## src/rtl/conv_encoder_par.sv

```systemverilog
`default_nettype none
// ============================================================================
//  Module   : conv_encoder_par
//  Purpose  : Rate-1/2 convolutional encoder with parametrised constraint
//             length and generators. Runs on one clock. Each accepted
//             information bit produces two serial code bits (c0 then c1).
//             Zero-tail termination is optional.
//  Ports    : clk, rst (async, active-high)
//             in_valid / in_ready / in_bit / in_last   - information bit side
//             out_valid / out_ready / out_bit / out_last - code bit side
//             busy - high whenever the encoder is not idle
//  Revision : 1.0 - initial release
// ============================================================================
module conv_encoder_par #(
    parameter int unsigned    K       = 3,
    parameter logic [K-1:0]   G0      = 3'b101,
    parameter logic [K-1:0]   G1      = 3'b111,
    parameter bit             TAIL_EN = 1'b1
) (
    input  logic clk,
    input  logic rst,
    input  logic in_valid,
    output logic in_ready,
    input  logic in_bit,
    input  logic in_last,
    output logic out_valid,
    input  logic out_ready,
    output logic out_bit,
    output logic out_last,
    output logic busy
);

    typedef enum logic [1:0] {
        ST_IDLE = 2'd0,
        ST_C0   = 2'd1,
        ST_C1   = 2'd2
    } state_t;

    // K is at most 16, so the tail count never exceeds 15.
    localparam logic [3:0] c_TAIL_INIT = 4'(K - 1);

    state_t       state_q, state_d;
    logic [K-2:0] s_q, s_d;
    logic [3:0]   tail_cnt_q, tail_cnt_d;
    logic         last_q, last_d;
    logic         c1_q, c1_d;
    logic         out_valid_q, out_valid_d;
    logic         out_bit_q, out_bit_d;
    logic         out_last_q, out_last_d;

    logic         w_tail_pending;
    logic         w_b;
    logic [K-1:0] w_window;
    logic         w_c0;
    logic         w_c1;
    logic         w_take_bit;
    logic         w_take_tail;

    // A pending tail bit always wins over new input in C1, so the window
    // is fed a 0 in that case regardless of in_bit.
    assign w_tail_pending = (tail_cnt_q != 4'd0);
    assign w_b            = (state_q == ST_C1 && w_tail_pending) ? 1'b0 : in_bit;
    assign w_window       = {w_b, s_q};
    assign w_c0           = ^(w_window & G0);
    assign w_c1           = ^(w_window & G1);

    // in_ready is gated by rst so that it reads 0 while reset is held,
    // even though the state register already sits in IDLE.
    always_comb begin
        in_ready = 1'b0;
        case (state_q)
            ST_IDLE: in_ready = ~rst;
            ST_C1:   in_ready = out_ready & ~w_tail_pending & ~last_q;
            default: in_ready = 1'b0;
        endcase
    end

    always_comb begin
        state_d     = state_q;
        s_d         = s_q;
        tail_cnt_d  = tail_cnt_q;
        last_d      = last_q;
        c1_d        = c1_q;
        out_valid_d = out_valid_q;
        out_bit_d   = out_bit_q;
        out_last_d  = out_last_q;
        w_take_bit  = 1'b0;
        w_take_tail = 1'b0;

        case (state_q)
            ST_IDLE: begin
                if (in_valid) begin
                    w_take_bit = 1'b1;
                end
            end
            ST_C0: begin
                if (out_ready) begin
                    state_d   = ST_C1;
                    out_bit_d = c1_q;
                    // Frame end is the c1 of the last tail bit (tail mode)
                    // or of the last data bit (no tail: count stays 0).
                    out_last_d = last_q & ~w_tail_pending;
                end
            end
            ST_C1: begin
                if (out_ready) begin
                    if (w_tail_pending) begin
                        w_take_tail = 1'b1;
                    end else if (in_valid && !last_q) begin
                        w_take_bit = 1'b1;
                    end else begin
                        state_d     = ST_IDLE;
                        out_valid_d = 1'b0;
                        out_bit_d   = 1'b0;
                        out_last_d  = 1'b0;
                        last_d      = 1'b0;
                        // Without a tail the trellis is forced home here;
                        // with a tail it is already zero.
                        if (last_q) begin
                            s_d = '0;
                        end
                    end
                end
            end
            default: begin
                state_d = ST_IDLE;
            end
        endcase

        if (w_take_bit || w_take_tail) begin
            state_d     = ST_C0;
            out_valid_d = 1'b1;
            out_bit_d   = w_c0;
            out_last_d  = 1'b0;
            c1_d        = w_c1;
            s_d         = w_window[K-1:1];
            if (w_take_bit) begin
                last_d     = in_last;
                tail_cnt_d = (TAIL_EN && in_last) ? c_TAIL_INIT : 4'd0;
            end else begin
                tail_cnt_d = tail_cnt_q - 4'd1;
            end
        end
    end

    always_ff @(posedge clk or posedge rst) begin
        if (rst) begin
            state_q     <= ST_IDLE;
            s_q         <= '0;
            tail_cnt_q  <= 4'd0;
            last_q      <= 1'b0;
            c1_q        <= 1'b0;
            out_valid_q <= 1'b0;
            out_bit_q   <= 1'b0;
            out_last_q  <= 1'b0;
        end else begin
            state_q     <= state_d;
            s_q         <= s_d;
            tail_cnt_q  <= tail_cnt_d;
            last_q      <= last_d;
            c1_q        <= c1_d;
            out_valid_q <= out_valid_d;
            out_bit_q   <= out_bit_d;
            out_last_q  <= out_last_d;
        end
    end

    assign out_valid = out_valid_q;
    assign out_bit   = out_bit_q;
    assign out_last  = out_last_q;
    assign busy      = (state_q != ST_IDLE);

endmodule
`default_nettype wire
```

## config.mk

```make
export PLATFORM = sky130hd
export DESIGN_NAME = conv_encoder_par
export DESIGN_NICKNAME = d
export VERILOG_FILES = /design/src/rtl/conv_encoder_par.sv
export SDC_FILE = /design/constraint.sdc
export NUM_CORES = 1
export LEC_CHECK = 0
export ABC_AREA = 1
export BUFFER_PORTS_ARGS = -buffer_cell sky130_fd_sc_hd__buf_2
export CAP_MARGIN = 10
export CORE_MARGIN = 5
export CORE_UTILIZATION = 24
export CTS_CLUSTER_DIAMETER = 60
export DETAILED_ROUTE_END_ITERATION = 8
export GPL_TIMING_DRIVEN = 0
export PLACE_DENSITY = 0.48
export SKIP_LAST_GASP = 1
export SYNTH_ARGS = -nofsm -noshare
export SYNTH_HDL_FRONTEND = slang
export SYNTH_SLANG_ARGS = --single-unit
```

## constraint.sdc

```tcl
create_clock -name clk -period 3.4 [get_ports clk]
set_input_delay 0.17 -clock clk [delete_from_list [all_inputs] [get_ports clk]]
set_output_delay 0.17 -clock clk [all_outputs]
set_load 0.1 [all_outputs]
```

# [After elaboration in Yosys (flattened, before gate mapping)]
# Index checks and enable logic that the tools add are counted.
[totals] ff_bits=13 word_cells=82 out_inout_bits=5
[classes] bitwise_logic=6 n_eq_ne=9 add_sub_neg=1 n_mux=41 n_reduce_logical=17
[op_table] operator="two-way mux 2 bit" n=12
[op_table] operator="two-way mux 1 bit" n=23
[op_table] operator="AND reduction 5 bit" n=3
[op_table] operator="!= test 3 x 2 -> 1 bit (second input constant)" n=3
[op_table] operator="case mux 1 bit (2 select lines)" n=4
[op_table] operator="nonzero test 2 bit" n=4
[op_table] operator="case mux 2 bit (3 select lines)" n=1
[op_table] operator="XOR reduction 3 bit" n=2
[op_table] operator="two-way mux 4 bit" n=1
[op_table] operator="!= test 2 x 1 -> 1 bit (second input constant)" n=2
[op_table] operator="AND reduction 4 bit" n=1
[op_table] operator="nonzero test 4 bit" n=1
[op_table] operator="subtractor 4 x 1 -> 4 bit (second input constant)" n=1
[op_table] operator="AND 1 bit" n=3
[op_table] operator="!= test 3 bit (second input constant)" n=1
[op_table] operator="inverter 1 bit" n=3
[op_table] operator="nonzero test 3 bit" n=1
[op_table] operator="equality test 2 x 1 -> 1 bit (second input constant)" n=1
[op_table] operator="equality test 2 bit (second input constant)" n=1
[op_table] operator="logical AND 1 bit" n=2
[op_table] operator="logical NOT 2 bit" n=1
[op_table] operator="!= test 2 bit (second input constant)" n=1
[op_table] operator="logical NOT 1 bit" n=1
[op_table] operator="logical OR 1 bit" n=1

# [Longest topological paths before layout]
# Gate-level depths: netlist of the first run.
[logic_depth] word_depth=9 mapped_depth=11 mapped_depth_nobuf=11

# [Worst setup path after synthesis of the first run]
# Ideal clock, no wire load.
[synth_path] path_kind="reg-to-output" startpoint="register tail_cnt_q[0]" endpoint="output port in_ready" arrival_time_ns=3.220 slack_ns=0.010 path_stages_with_launch=7 cell_sequence="dfrtp_1 > inv_1 > ha_1 > nand3_2 > nor2_1 > inv_1 > o32ai_1"
[synth_via] elab_chain_len=5
[synth_rtl] item="start, declared" line_no="44" rtl="logic [3:0] tail_cnt_q, tail_cnt_d;"
[synth_rtl] item="start signal, assigned" line_no="159" rtl="tail_cnt_q <= tail_cnt_d;"
[synth_rtl] item="nonzero test 4 bit" line_no="61" rtl="assign w_tail_pending = (tail_cnt_q != 4'd0);"
[synth_rtl] item="inverter 1 bit" line_no="73" rtl="ST_C1: in_ready = out_ready & ~w_tail_pending & ~last_q;"
[synth_rtl] item="AND 1 bit (2 in series)" line_no="73"
[synth_rtl] item="case mux 1 bit (2 select lines)" line_no="71" rtl="case (state_q)"
[synth_rtl] item="end, declared" line_no="23" rtl="output logic in_ready,"
# No other way between the ends.

# [Final worst setup path of the first run]
# Ends and elaborated chain as after synthesis.

==> flow_metrics.tcl, run 1 <==
set metrics [dict create \
    status "finished clean" \
    ys_async_sr_fraction_pct 100.0 \
    dr.pass1.iters 4 \
    slew_headroom_pct 65.49 \
    crit_chain "inv_1 > ha_1 > nand3_2 > nor2_1 > inv_1 > o32ai_1 > buf_2" \
    grt_pass1_wl_um 3001 \
    tns_ps 0 \
    post-route-period-util_pct 64.84 \
    pwr-share-seq_pct 27.6 \
    post_cts_buffers 0 \
    max_freq_mhz 453.6 \
    fin_cells 157 \
    r2r_end "c1_q$_DFFE_PP0P_" \
    place_congestion 0.7850 \
    synth_fp_nets 106 \
    yosysTopAreaCellShare_pct 41.40 \
    drv_cap 0 \
    cts_sinks 13 \
    worst_setup_path_end_kind "primary output" \
    critPathTopFamily "buffers and inverters" \
    yosysTopAreaCell "dfrtp_1" \
    p_int_uw 429.4 \
    core_um2 3103 \
    synth_edf_count 0 \
    synth_area_per_cell_um2 8.018 \
    io_pins 11 \
    routed_via_density 4.255 \
    skew_ps 6.412 \
    synth-xor-area-share_pct 2.229 \
    power_uw 989.1 \
    cts_root_buf "clkbuf_4" \
    final-setup-viol-count 0 \
    crit_slowest_cell "buf_2" \
    yosys-top-cells-count "nand2_1 (25), inv_1 (15), dfrtp_1 (13), nor2_1 (8), nand3_1 (7)" \
    worstMarginPinSlew_ps 517.1 \
    port_buffers 10 \
    clockPowerShare_pct 10.2 \
    hold_buffers 1 \
    netSwitchingFraction_pct 56.59 \
    synth_top_family_by_area "simple AND/OR/NAND/NOR gates" \
    fin_nets 122 \
    period_minus_slack_ps 2204 \
    synthMuxAreaShare_pct 0 \
    routed_wl_um 1717 \
    crit_arrival_ps 2030 \
    final-hold-violation-count 0 \
    p_per_area_nw_per_um2 1067 \
    critPathMostFrequentCell "inv_1" \
    ctsResizeCount 0 \
    antenna_found_initial 0 \
    yosys_warnings 0 \
    hold_path_class "input port to flip-flop" \
    rr_worst_depth 10 \
    cp_max_fo 5 \
    p_leak_uw 0.0004716 \
    drcViolationCount 0 \
    whs_endpoint "last_q$_DFF_PP0_" \
    pwr-share-comb_pct 62.2 \
    crit_type "flip-flop to primary output" \
    ir_worst_vdd_uv 312.5 \
    synth_area_leaders "dfrtp_1 (41%), nand2_1 (12%), inv_1 (7.2%), nand3_1 (4.5%), nand3_4 (4.5%)" \
    cts_buffers 3 \
    worstReg2RegStart "tail_cnt_q[0]$_DFFE_PP0P_" \
    cts_tree "done" \
    vias 668 \
    drt_iter0_markers 23 \
    grtUsageTotal_pct 9.085 \
    clock_latency_ps 290 \
    switching_power_uw 559.7 \
    area_delta_synth_final_pct 17.99 \
    min-delay-start "in_last" \
    cts_buffer_depth 2 \
    holdPathStages 3 \
    synthSimpleGateAreaFrac_pct 34.55 \
    synth_compound_area_share_pct 9.713 \
    fp.dieArea_um2 4519 \
    wire_per_inst_um 10.94 \
    drive_above_1_share_pct 21.24 \
    cts.htree.levels 1 \
    yosys.cell_count.top_type "nand2_1" \
    syn_area_um2 785.8 \
    num_rows 20 \
    critPathRequiredTime_ps 3230 \
    reg2reg_slack_ps 1760 \
    synth-seq-cells 13 \
    synthCells 98 \
    overflow 0 \
    dp.cells 152 \
    die_h_um 67.22 \
    cpPeakStageDelay_ps 470 \
    fillers 357 \
    die_w_um 67.22 \
    initial_core_util_pct 25.32 \
    start_kind "flip-flop" \
    drv_slew 0 \
    regArea_um2 325.3 \
    synth_cell_type_count 25 \
    rsz0062_at_grt "no" \
    path_depth 7 \
    grt_max_degree 14 \
    yosys.area_share.adder_pct 3.185 \
    final_core_util_pct 29.88 \
    synth_ff_type "dfrtp_1" \
    grt_pass1_vias 629 \
    drtAntennaViolNets 0 \
    multi_input_area_um2 390.4 \
    clkTransAtPathRegs_ps 90 \
    num_antenna_cells 0 \
    post-dp-hpwl_um 1316 \
    ys_seq_area_share_pct 41.40 \
    crit_buf_inv 3 \
]
## cell usage in the layout (no fill, tap or decap), types with 2 or more instances in the layout
| cell type | synthesis | layout |
|---|---|---|
| clkbuf_4 | 0 | 3 |
| ha_1 | 2 | 2 |
| nand3_1 | 7 | 7 |
| nand2_1 | 25 | 25 |
| nor2_1 | 8 | 8 |
| dfrtp_1 | 13 | 13 |
| nor3_1 | 2 | 2 |
| nand2_2 | 2 | 2 |
| inv_1 | 15 | 15 |
| nand3_4 | 2 | 2 |
| buf_2 | 0 | 10 |
| inv_2 | 2 | 2 |
| o21ai_0 | 6 | 6 |
## tightest hold or removal path, stage by stage
cell,delay [ps]
buf_2,80
nand2_1,60
o21ai_0,70
## registers in the layout (all words and copies together), names as in the netlist
signal / cells
last_q: 1
s_q: 2
c1_q: 1
state_q: 2
out_bit: 1
out_valid: 1
out_last: 1
tail_cnt_q: 4
## through the flow
stage	hold WS [ps]	setup slack [ps]	area [um^2]
3_3_place_gp	250.9	1515	890.9
5_1_grt	121.0	984.1	927.1
4_1_cts	116.5	1173	927.1
3_5_place_dp	256.6	1501	890.9
2_1_floorplan	46.96	10.05	785.8
6_report	126.6	1196	927.1
## worst max path at each step
stage / startpoint / end / slack (ps)
finish: tail_cnt_q[0]$_DFFE_PP0P_ / in_ready / 1200
global route: tail_cnt_q[0]$_DFFE_PP0P_ / in_ready / 980
CTS: tail_cnt_q[0]$_DFFE_PP0P_ / in_ready / 1170
detailed placement: tail_cnt_q[0]$_DFFE_PP0P_ / in_ready / 1500
global placement: tail_cnt_q[0]$_DFFE_PP0P_ / in_ready / 1510
floorplan: tail_cnt_q[0]$_DFFE_PP0P_ / in_ready / 10
## per-layer routing
metal	track usage, %	up-vias	routed length (um)
met3	3.328	4	82
met2	13.13	11	769
met4	4.557	0	37
met5	0	-	0
li1	-	343	-
met1	11.78	310	828
## area by class of cell
type	instances	area share, %
well taps	44	5.938
clock buffers	4	2.834
repair buffers	11	6.478
multi-input cells	67	42.11
flip-flops and latches	13	35.09
inverters	18	7.557
## power by group through the flow
stage | clock network (uW) | logic (uW) | registers [uW]
after global placement | 0 | 617 | 274
after global routing | 110 | 685 | 284
after CTS | 107 | 625 | 274
after floorplan | 0 | 440 | 345
final | 101 | 616 | 273
after detailed placement | 0 | 621 | 276
## cells by family (layout without fill, tap and decap cells)
family                   Yosys count  in the layout
AO/OA/AOI/OAI                     12             12
XOR/XNOR                           2              2
adder cells (fa/ha/maj)            2              2
buffers and inverters             18             33
flip-flops                        13             13
AND/OR/NAND/NOR                   51             51
No activity file was read; power rests on OpenSTA's default activity.
==> run 2, diff against run 1 <==
Settings changed: PLACE_DENSITY 0.48 to 0.49.
Clock period 3.4 ns to 1.8 ns, I/O delays scaled along.
==> flow_metrics.tcl, run 2 (synthesis gave the netlist of run 1 again) <==
set metrics [dict create \
    place_congestion 0.7624 \
    start_kind "flip-flop" \
    slew_headroom_pct 64.33 \
    use_met1_pct 12.82 \
    max_freq_mhz 573.0 \
    cp_max_fo 3 \
    initial_core_util_pct 25.32 \
    worstMarginPinSlew_ps 534.4 \
    cts_sinks 13 \
    largest_registers "tail_cnt_q (4), s_q (2), state_q (2)" \
    io_pins 11 \
    port_buffers 10 \
    drt_iter0_markers 31 \
    hold_path_class "input port to flip-flop" \
    routed_wl_um 1806 \
    grt_max_degree 14 \
    overflow 0 \
    reg2reg_slack_ps 220 \
    drv_cap 0 \
    status "finished clean" \
    grtUsageMet2_pct 13.62 \
    rsz0062_at_grt "yes" \
    fillers 344 \
    worstReg2RegStart "tail_cnt_q[0]$_DFFE_PP0P_" \
    drtAntennaViolNets 0 \
    busiest_layer "met2" \
    num_rows 20 \
    die_h_um 67.22 \
    num_antenna_cells 0 \
    p_leak_uw 0.0005166 \
    largest_reg_flops 4 \
    period_minus_slack_ps 1745 \
    cts.htree.levels 1 \
    worst_slack_ps 54.74 \
    p_per_area_nw_per_um2 2056 \
    dp_slack_ps 58.83 \
    drcViolationCount 0 \
    fin_cells 165 \
    crit_end "in_ready" \
    drv_slew 0 \
    clock_latency_ps 280 \
    drive_above_1_share_pct 31.40 \
    dr.pass1.iters 4 \
    grt_pass1_wl_um 3139 \
    grt_pass1_vias 682 \
    skew_ps 3.480 \
    cts_buffers 3 \
    vias 679 \
    worst_setup_path_end_kind "primary output" \
    dp.cells 152 \
    routed_via_density 4.115 \
    fp.dieArea_um2 4519 \
    core_um2 3103 \
    fin_nets 130 \
    r2r_end "tail_cnt_q[0]$_DFFE_PP0P_" \
    mostFrequentLayoutCells "nand2_1 (25), dfrtp_1 (13), inv_1 (12)" \
    rr_worst_depth 9 \
    antenna_found_initial 0 \
    clkTransAtPathRegs_ps 80 \
    grtUsageTotal_pct 9.230 \
    crit_type "flip-flop to primary output" \
    wire_per_inst_um 10.95 \
    mostFrequentLayoutCell "nand2_1" \
    cts_tree "done" \
    area_delta_synth_final_pct 32.80 \
    critPathRequiredTime_ps 1710 \
    cts_root_buf "clkbuf_4" \
    post-dp-hpwl_um 1361 \
    final_core_util_pct 33.63 \
    use_met3_pct 3.161 \
    final-hold-violation-count 0 \
    cp-startpoint "tail_cnt_q[0]$_DFFE_PP0P_" \
    crit_arrival_ps 1660 \
    die_w_um 67.22 \
    final-setup-viol-count 0 \
    largest-register "tail_cnt_q" \
    cts_buffer_depth 2 \
    post-route-period-util_pct 96.96 \
    ir_worst_vdd_uv 1031 \
]
[run 2: metrics by stage]
| step | power, uW | TNS, ps | hold slack, ps | cell area (um^2) |
|---|---|---|---|---|
| after CTS | 2072 | 0 | 49.18 | 998.5 |
| final | 2145 | 0 | 61.51 | 1044 |
| after global placement | 1782 | 0 | 197.4 | 932.1 |
| after detailed placement | 1804 | 0 | 208.6 | 932.1 |
| after floorplan | 1584 | 0 | -33.04 | 827.0 |
| after global routing | 2343 | -13.91 | 51.52 | 1044 |
[run 2: layer usage]
metal  part of all wire (%)  up-vias
li1                       -      364
met1                     51      297
met2                     43       16
met3                    5.7        2
met4                   0.66        0
met5                      0        -
[run 2: critical path, stage by stage, from the launching register on]
cell,delay (ps)
dfrtp_1,380
inv_2,90
ha_4,150
nand3_4,80
nor2_2,100
inv_2,70
o32ai_4,300
buf_12,210
[run 2: timing repair]
action                                  in CTS  in global routing
gates resized for setup                      4                  0
endpoints found under the setup margin       1                  1
setup buffers                                2                  6
hold buffers                                 1                  0
pin swaps                                    1                  4
endpoints found under the hold margin       13                  0
[run 2: area by class of cell]
cell class	instances	area [um^2]	share of cell area, %
clock buffer	4	26.28	2.518
timing repair buffer	19	135.1	12.95
multi-input combinational	67	431.7	41.37
tap	44	55.05	5.276
inverter	18	70.07	6.715
sequential	13	325.3	31.18
[run 2: worst min-delay path by stage]
stage	to	depth (start not counted)	slack [ps]	start
global route	last_q$_DFF_PP0_	3	50	in_last
CTS	last_q$_DFF_PP0_	3	50	in_last
detailed placement	tail_cnt_q[1]$_DFFE_PP0P_	2	210	rst
floorplan	c1_q$_DFFE_PP0P_	1	-30	rst
global placement	tail_cnt_q[1]$_DFFE_PP0P_	2	200	rst
finish	last_q$_DFF_PP0_	3	60	in_last
[run 2: report_power, final]
group | total, uW | internal [uW] | switching (uW)
sequential | 525 | 421 | 104
clock | 182 | 85.9 | 95.9
combinational | 1440 | 490 | 948
total | 2150 | 997 | 1150
==> run 3, diff against run 2 <==
Settings changed: REMOVE_ABC_BUFFERS set to 1.
==> flow_metrics.tcl, run 3 (synthesis gave the netlist of run 1 again) <==
set metrics [dict create \
    critPathRequiredTime_ps 1710 \
    mostFrequentLayoutCell "nand2_1" \
    worstMarginPinSlew_ps 517.9 \
    cts_root_buf "clkbuf_4" \
    final-setup-viol-count 0 \
    post-route-period-util_pct 94.69 \
    place_congestion 0.7714 \
    die_h_um 67.22 \
    drt_iter0_markers 30 \
    drcViolationCount 0 \
    cp_max_fo 4 \
    wire_per_inst_um 11.62 \
    dr.pass1.iters 4 \
    skew_ps 1.253 \
    cts_buffer_depth 2 \
    slew_headroom_pct 65.44 \
    status "finished clean" \
    port_buffers 10 \
    clock_latency_ps 270 \
    critPathMostFrequentCell "inv_2" \
    final-hold-violation-count 0 \
    crit_slowest_cell "dfrtp_1" \
    num_antenna_cells 0 \
    antenna_found_initial 0 \
    start_kind "flip-flop" \
    drv_cap 0 \
    hold_path_class "input port to flip-flop" \
    max_freq_mhz 586.7 \
    io_pins 11 \
    routed_wl_um 1882 \
    largest_registers "tail_cnt_q (4), s_q (2), state_q (2)" \
    mostFrequentLayoutCells "nand2_1 (25), dfrtp_1 (13), inv_1 (12)" \
    multi_input_area_um2 436.7 \
    grt_max_degree 14 \
    clkTransAtPathRegs_ps 80 \
    crit_arrival_ps 1610 \
    worst_setup_path_end_kind "primary output" \
    fillers 356 \
    vias 688 \
    regArea_um2 325.3 \
    largest-register "tail_cnt_q" \
    crit_type "flip-flop to primary output" \
    initial_core_util_pct 25.32 \
    cts_buffers 3 \
    drtAntennaViolNets 0 \
    cts.htree.levels 1 \
    cts_sinks 13 \
    drv_slew 0 \
    period_minus_slack_ps 1704 \
    cts_tree "done" \
    fin_nets 127 \
    critPathTopFamily "flip-flops" \
    overflow 0 \
    drive_above_1_share_pct 29.66 \
    die_w_um 67.22 \
    largest_reg_flops 4 \
    grtUsageTotal_pct 9.441 \
    grt_pass1_wl_um 3125 \
    core_um2 3103 \
    crit_buf_inv 3 \
    tns_ps 0 \
    crit_chain "inv_2 > ha_4 > nand3_4 > nor2_4 > inv_2 > o32ai_4 > buf_12" \
    cpPeakStageDelay_ps 380 \
    grt_pass1_vias 735 \
    num_rows 20 \
    rsz0062_at_grt "no" \
    area_delta_synth_final_pct 30.57 \
    post-dp-hpwl_um 1351 \
    routed_via_density 4.247 \
    fp.dieArea_um2 4519 \
]
-- run 3: timing repair --
| item | in CTS | in global routing |
|---|---|---|
| resized for setup | 10 | 4 |
| setup endpoints to repair | 1 | 1 |
| hold buffers | 1 | 0 |
| pin swaps | 1 | 2 |
| gates cloned | 0 | 0 |
| endpoints found under the hold margin | 13 | 0 |
| buffers inserted | 2 | 3 |
-- run 3: path summary, 6_finish.rpt --
path | startpoint | endpoint | slack (ps) | cells after the start
setup reg to reg | tail_cnt_q[1]$_DFFE_PP0P_ | s_q[1]$_DFFE_PP0P_ | 240 | 11
hold / removal | in_last | last_q$_DFF_PP0_ | 50 | 3
hold reg to reg | out_bit$_DFFE_PP0P_ | out_bit$_DFFE_PP0P_ | 480 | 2
setup / recovery | tail_cnt_q[1]$_DFFE_PP0P_ | in_ready | 100 | 7
max in group asynchronous | rst | out_last$_DFFE_PP0P_ | 1010 | 3
min in group asynchronous | rst | tail_cnt_q[0]$_DFFE_PP0P_ | 450 | 3
-- run 3: final cells by class --
cell class | count | share of cell area, %
multi-input combinational | 67 | 42.56
sequential | 13 | 31.71
timing repair buffer | 16 | 10.98
inverter | 18 | 6.829
tap | 44 | 5.366
clock buffer | 4 | 2.561
-- run 3: stage by stage --
step	cell area [um^2]	setup WS [ps]	utilization (%)	cells	hold WS [ps]
finish	1026	95.59	33.06	162	45.51
global route	1026	9.159	33.06	162	44.13
CTS	978.4	1.318	31.53	159	32.76
detailed placement	890.9	-37.66	28.71	152	183.0
global placement	890.9	-33.36	28.71	152	168.7
floorplan	785.8	-1510	-	98	-33.04
-- run 3: worst reg2reg max path, delay by kind of cell, from the launching register on --
kind | cells | cell delay [ps]
DFF | 1 | 380
AOI/OAI and AO/OA | 1 | 50
adders and majority gates | 1 | 140
and+or+nand+nor | 7 | 730
buffers and inverters | 2 | 140
-- run 3: layer usage --
| metal | vias up | track usage [%] | routed length (um) |
|---|---|---|---|
| met5 | - | 0 | 0 |
| met4 | 0 | 5.316 | 0 |
| met3 | 0 | 2.496 | 125 |
| met2 | 15 | 14.85 | 922 |
| met1 | 318 | 11.62 | 835 |
| li1 | 355 | - | - |
Power of run 3 is not shown: default switching activity piles up to over one toggle a cycle in this logic, so the estimate is an artifact.
